[src/rtl/hazard_fwd_pkg.sv]
// Shared select encodings and shadow-stage records for the hazard/forwarding controller.
package hazard_fwd_pkg;

   localparam logic [1:0] FWD_REG = 2'b00;
   localparam logic [1:0] FWD_WB  = 2'b01;
   localparam logic [1:0] FWD_ALU = 2'b10;

   localparam int RA_W = 5;

   typedef struct packed {
      logic            valid;
      logic [RA_W-1:0] rd;
      logic            rw;
      logic            mr;
   } ex_stage_t;

   // Only the fields the forwarding compare needs survive past EX.
   typedef struct packed {
      logic            valid;
      logic [RA_W-1:0] rd;
      logic            rw;
   } mem_stage_t;

endpackage

[src/rtl/hazard_fwd_ctrl_fwd_src_sel.sv]
// Per-operand forwarding source priority: younger EX ALU result beats older MEM writeback.
module fwd_src_sel
   import hazard_fwd_pkg::*;
(
   input  logic [RA_W-1:0] rs,
   input  logic            used,
   input  ex_stage_t       ex,
   input  mem_stage_t      mem,
   output logic [1:0]      sel
);

   // Loads in EX never forward here; the load-use stall covers them.
   always_comb begin
      sel = FWD_REG;
      if (used && rs != '0) begin
         if (ex.valid && ex.rw && !ex.mr && ex.rd == rs)
            sel = FWD_ALU;
         else if (mem.valid && mem.rw && mem.rd == rs)
            sel = FWD_WB;
      end
   end

endmodule

[src/rtl/hazard_fwd_ctrl.sv]
// Hazard and forwarding controller for the 5-stage RV32 pipeline: shadow pipe,
// registered forwarding selects, load-use stall, branch flush and event counters.
module hazard_fwd_ctrl
   import hazard_fwd_pkg::*;
#(
   parameter int REGADDR_W = RA_W,
   parameter int CNT_W     = 32
) (
   input  logic                 clk,
   input  logic                 rst,
   input  logic                 pipe_hold,
   input  logic                 id_valid,
   input  logic [REGADDR_W-1:0] id_rs1,
   input  logic [REGADDR_W-1:0] id_rs2,
   input  logic                 id_uses_rs1,
   input  logic                 id_uses_rs2,
   input  logic [REGADDR_W-1:0] id_rd,
   input  logic                 id_regwrite,
   input  logic                 id_memread,
   input  logic                 ex_branch_taken,
   output logic [1:0]           fwd_a_sel,
   output logic [1:0]           fwd_b_sel,
   output logic                 pc_stall,
   output logic                 ifid_stall,
   output logic                 ifid_flush,
   output logic                 idex_bubble,
   output logic [CNT_W-1:0]     stall_cnt,
   output logic [CNT_W-1:0]     flush_cnt
);

   ex_stage_t  ex_q;
   mem_stage_t mem_q;
   logic       act;
   logic       lu;
   logic       fl;
   logic [1:0] sel_a;
   logic [1:0] sel_b;

   assign act = !rst && !pipe_hold;

   assign lu = id_valid && ex_q.valid && ex_q.mr && (ex_q.rd != '0) &&
               ((id_uses_rs1 && id_rs1 == ex_q.rd) ||
                (id_uses_rs2 && id_rs2 == ex_q.rd));

   assign fl = ex_branch_taken && ex_q.valid;

   // Flush wins over load-use: the stalled ID instruction is wrong-path.
   always_comb begin
      ifid_flush  = 1'b0;
      idex_bubble = 1'b0;
      pc_stall    = 1'b0;
      ifid_stall  = 1'b0;
      if (act) begin
         ifid_flush  = fl;
         idex_bubble = fl || lu;
         pc_stall    = lu && !fl;
         ifid_stall  = lu && !fl;
      end
   end

   fwd_src_sel u_sel_a (
      .rs   (id_rs1),
      .used (id_uses_rs1),
      .ex   (ex_q),
      .mem  (mem_q),
      .sel  (sel_a)
   );

   fwd_src_sel u_sel_b (
      .rs   (id_rs2),
      .used (id_uses_rs2),
      .ex   (ex_q),
      .mem  (mem_q),
      .sel  (sel_b)
   );

   always_ff @(posedge clk) begin
      if (rst) begin
         ex_q      <= '0;
         mem_q     <= '0;
         fwd_a_sel <= FWD_REG;
         fwd_b_sel <= FWD_REG;
         stall_cnt <= '0;
         flush_cnt <= '0;
      end else if (!pipe_hold) begin
         ex_q.valid <= id_valid && !idex_bubble;
         ex_q.rd    <= id_rd;
         ex_q.rw    <= id_regwrite;
         ex_q.mr    <= id_memread;
         mem_q.valid <= ex_q.valid;
         mem_q.rd    <= ex_q.rd;
         mem_q.rw    <= ex_q.rw;
         fwd_a_sel <= idex_bubble ? FWD_REG : sel_a;
         fwd_b_sel <= idex_bubble ? FWD_REG : sel_b;
         if (pc_stall && stall_cnt != '1)
            stall_cnt <= stall_cnt + CNT_W'(1);
         if (ifid_flush && flush_cnt != '1)
            flush_cnt <= flush_cnt + CNT_W'(1);
      end
   end

endmodule

[config.mk]
export PLATFORM = sky130hd
export DESIGN_NAME = hazard_fwd_ctrl
export DESIGN_NICKNAME = d
export VERILOG_FILES = /design/src/rtl/hazard_fwd_pkg.sv /design/src/rtl/hazard_fwd_ctrl_fwd_src_sel.sv /design/src/rtl/hazard_fwd_ctrl.sv
export SDC_FILE = /design/constraint.sdc
export NUM_CORES = 1
export LEC_CHECK = 0
export CAP_MARGIN = 20
export CORE_MARGIN = 2
export CORE_UTILIZATION = 35
export CTS_BUF_LIST = sky130_fd_sc_hd__clkbuf_8
export CTS_CLUSTER_SIZE = 24
export DETAILED_ROUTE_END_ITERATION = 7
export GPL_TIMING_DRIVEN = 1
export PLACE_DENSITY = 0.56
export SLEW_MARGIN = 30
export SYNTH_ARGS = -nofsm -noshare
export SYNTH_HDL_FRONTEND = slang
export SYNTH_SLANG_ARGS = --single-unit
[constraint.sdc]
create_clock -name clk -period 5.95 [get_ports clk]
set_input_delay 0.8925 -clock clk [delete_from_list [all_inputs] [get_ports clk]]
set_output_delay 0.8925 -clock clk [all_outputs]
set_load 0.02 [all_outputs]
Word-level counts from Yosys, hierarchy flattened
Index checks and enable logic that the tools add are counted.

Bits in registers: 83. Output and inout port bits: 72. Logic and storage cells: 66.

Add/sub/neg operators: 2. Equal/unequal tests: 8. Muxes and demuxes: 11. Bitwise logic cells: 1. Reduce and logical (&&, ||, !) cells: 33.

Operator list (number): $add 32x1->32 const B (2); $ne 32x32->1 const B (2); $eq 5x5->1 (6); $logic_and 1x1->1 (21); $reduce_bool 5->1 (3); $mux 2 (6); $logic_not 1->1 (5); $mux 1 (5); $reduce_and 2->1 (2); $logic_or 1x1->1 (2); $not 1->1 (1).

Logic depth before layout (Yosys ltp)
Depth after elaboration: 8. Depth in mapped cells: 9. Depth with buffers taken out: 8.

By module
Synthesis repeated with hierarchy kept, for this count alone.

Cells, all modules: 482. Area total of the unflattened synthesis: 4252.8 µm².

By module, submodules not included: hazard_fwd_ctrl (times used 1, cells an instance 444, area each 3945.0 µm², seq. area each 1661.6 µm²); fwd_src_sel (times used 2, cells an instance 19, area each 153.9 µm², seq. area each 0.0 µm²).

Worst setup path after synthesis
OpenSTA, ideal clock, no wires.

Kind: in2out. From: input port id_rs1[3]. To: output port pc_stall. Data arrival time: 2188 ps. Slack: 2870 ps. Cell stages on the path: 6. Path through: xnor2_1 > nand3_1 > o22ai_1 > buf_2 > and3_1 > buf_4.

Cells in the longest elaborated chain, start to end: 6.

RTL lines: from (decl) (line hazard_fwd_ctrl.sv:13) `input logic [REGADDR_W-1:0] id_rs1,`; $eq 5x5->1 (line hazard_fwd_ctrl.sv:42) `((id_uses_rs1 && id_rs1 == ex_q.rd) ||`; $logic_and 1x1->1 (line hazard_fwd_ctrl.sv:42); $logic_or 1x1->1 (line hazard_fwd_ctrl.sv:42); $logic_and 1x1->1 (line hazard_fwd_ctrl.sv:41) `assign lu = id_valid && ex_q.valid && ex_q.mr && (ex_q.rd != '0) &&`; $logic_and 1x1->1; $mux 1; to (decl) (line hazard_fwd_ctrl.sv:23) `output logic pc_stall,`.

Every way passes these cells.

Worst setup path in the final report
From: input port pipe_hold. To: output port idex_bubble.

Cells in the longest elaborated chain, start to end: 3.

RTL lines: from (decl) (line hazard_fwd_ctrl.sv:11) `input logic pipe_hold,`; $logic_not 1->1; $logic_and 1x1->1 (line hazard_fwd_ctrl.sv:39) `assign act = !rst && !pipe_hold;`; $mux 1 (line hazard_fwd_ctrl.sv:53) `if (act) begin`; to (decl) (line hazard_fwd_ctrl.sv:26) `output logic idex_bubble,`.

Every way passes these cells.

==> out/qor.csv <==
metric,value,unit
place_area,5260,um^2
worstHoldPathType,reg2reg,
grt_pass1_vias,3564,
yosys-top-cells-count,"dfxtp_1, nor2_1, nand2_1",
antenna_found_initial,0,
io_pins,96,
cts-root-buf,clkbuf_8,
nets,615,
cp_top_family,buffers and inverters,
p_int,910,uW
drt_iter0_markers,211,
synth.top_cell.area_share,0.398,
wirelength,10800,um
grt_remaining_overflow,0,
status,"complete, but fails checks",
slew_headroom,0.484,
final-hold-violation-count,0,
endpoint_kind,output pin,
max_freq,251,MHz
crit_path_max_incr_delay,610,ps
htree_levels,3,
post_cts_buffers,0,
coreArea,11500,um^2
drive_above_1_share,0.0522,
rsz0062_at_grt,false,
pwr-share-seq,0.488,
viasPerCell,5.23,
critPathKind,in2out,
cts_tree,yes,
netSwitchingPower,252,uW
power_switching_share,0.217,
gp_congestion,0.855,
hpwlAfterDp,7760,um
drc,8,
portBuffers,95,
pwr-share-clk,0.456,
max-cap-violations,0,
setup_tns,0,ps
postSynthCellCount,496,
synth_top_cell_by_area,dfxtp_1,
insertion_delay,370,ps
syn2layout_area_growth,32.5,%
synth.yosys.seq_area_share,0.398,
peakVddDrop,84.4,uV
synth_nets,522,
clock-sinks,83,
drv_slew,0,
yosysWarningCount,0,
fin_skew,8.43,ps
worstPathCellList,clkdlybuf4s50_1 -> buf_4 -> nor3b_1 -> o2111a_1 -> nand2_1 -> nand2_1 -> clkdlybuf4s50_1,
die_x,113,um
insertedDiodeCount,0,
die-area,12800,um^2
cts_resized,0,
antenna_left,0,
worstPathRequired,5060,ps
cp_num_buf_inv,3,
clkTransAtPathRegs,80,ps
worstSetupStartpointType,primary input,
drt_pass1_iterations,6,
die_y,113,um
track_usage,0.169,
initial_core_util,0.363,
synth_top_flop_cell,dfxtp_1,
wl_per_cell,14.6,um
synth_edf_count,0,
synth_area,4180,um^2
ys_types,49,
violations,design-rule violations,
placementRows,39,
combinationalPowerShare,0.056,
postCtsHoldBufs,0,
min_period,3980,ps
clockBufferDepth,2,
setup_violations,0,
synthTopCellsByArea,"dfxtp_1, nor2_1, xnor2_1",
cp_data_arrival_time,3080,ps
timing.final.crit_share,0.668,
avgSynthCellArea,8.43,um^2
slowest_stage,clkdlybuf4s50_1,
async_reset_ff_frac,0,
grt_max_degree,94,
cts_made_buffers,9,
leakage,0.00193,uW
path_max_fanout,17,
worstMarginPinSlew,768,ps
final_cell_area,5540,um^2
grt_pass1_wl,17500,um
p_per_area,210,nW/um^2
dr_total_vias,3855,
ys_seq_elements,83,
yosysMostFrequentCell,dfxtp_1,
-- state kept, by name (all words and copies together), names as in the netlist --
signal,flops
fwd_b_sel,2
flush_cnt,32
stall_cnt,32
mem_q,7
ex_q,8
fwd_a_sel,2
-- power by group through the flow --
stage	combinational [uW]	clock, uW	sequential (uW)
2_1_floorplan	36.4	0	578
3_3_place_gp	62.1	0	580
3_5_place_dp	63.4	0	580
4_1_cts	63.6	544	567
5_1_grt	70.2	566	568
6_report	65.0	530	567
-- layout make-up --
cell class | count | area (um^2)
clock inverter | 7 | 133
timing repair buffer | 100 | 996
clock buffer | 9 | 124
multi-input combinational | 383 | 2400
sequential | 83 | 1660
tap | 143 | 179
inverter | 12 | 45.0
fill | 1149 | 5980
-- stage by stage --
step / util / hold slack [ps] / total power, uW / setup slack [ps] / instances
6_report: 0.481 / 481 / 1160 / 1970 / 737
5_1_grt: 0.481 / 498 / 1200 / 1810 / 737
4_1_cts: 0.479 / 488 / 1170 / 1930 / 736
3_5_place_dp: 0.457 / 469 / 643 / 1920 / 720
3_3_place_gp: 0.457 / 456 / 642 / 2030 / 720
2_1_floorplan: - / 483 / 614 / 2870 / 496
-- final timing paths --
path	start	to	slack [ps]	cells after the start
setup / recovery	pipe_hold	idex_bubble	1970	7
hold / removal	fwd_b_sel[0]$_SDFFE_PP0N_	fwd_b_sel[0]$_SDFFE_PP0N_	480	1
setup reg to reg	flush_cnt[0]$_SDFFE_PP0P_	flush_cnt[12]$_SDFFE_PP0P_	3300	7
hold reg to reg	fwd_b_sel[0]$_SDFFE_PP0N_	fwd_b_sel[0]$_SDFFE_PP0N_	480	1
-- per-layer routing --
layer  part of all wire  vias up  global-route usage  wire length, um
met2               0.45       84               0.261             4910
met5                  0        -                   0                0
li1                   -     1954                   -                -
met4              0.018        0              0.0667              195
met1               0.47     1801               0.224             5070
met3              0.058       16              0.0471              622
-- cell usage in the layout, fill, tap and decap left out, drive strengths merged, types with 2 or more instances in the layout --
cell | netlist | routed
mux2i | 15 | 15
o2111a | 3 | 3
xor2 | 24 | 24
and3 | 8 | 8
nor2 | 71 | 71
nand3 | 34 | 34
nand2b | 3 | 3
and4 | 5 | 5
or4 | 13 | 13
dfxtp | 83 | 83
nand4 | 19 | 19
buf | 7 | 6
nor3 | 7 | 7
nor2b | 8 | 8
o21bai | 4 | 4
nand2 | 36 | 36
a32o | 3 | 3
or3 | 17 | 17
inv | 12 | 14
clkbuf | 11 | 9
bufinv | 0 | 4
a22o | 2 | 2
clkdlybuf4s50 | 0 | 94
nor4 | 14 | 14
and2 | 5 | 5
xnor2 | 28 | 28
a21oi | 20 | 20
nor3b | 2 | 2
mux2 | 3 | 3
o21ai | 22 | 22
ha | 2 | 2
o31ai | 2 | 2
-- cells by family (layout without fill, tap and decap cells) --
family	Yosys count	after routing	synth area share
compound gates	64	64	0.103
xor+xnor	52	52	0.109
fa+ha+maj	2	2	0.00599
buf+inv	30	128	0.0284
flops	83	83	0.398
mux	18	18	0.0440
simple gates	247	247	0.312
Note: power is estimated with default switching activity, not from simulation.
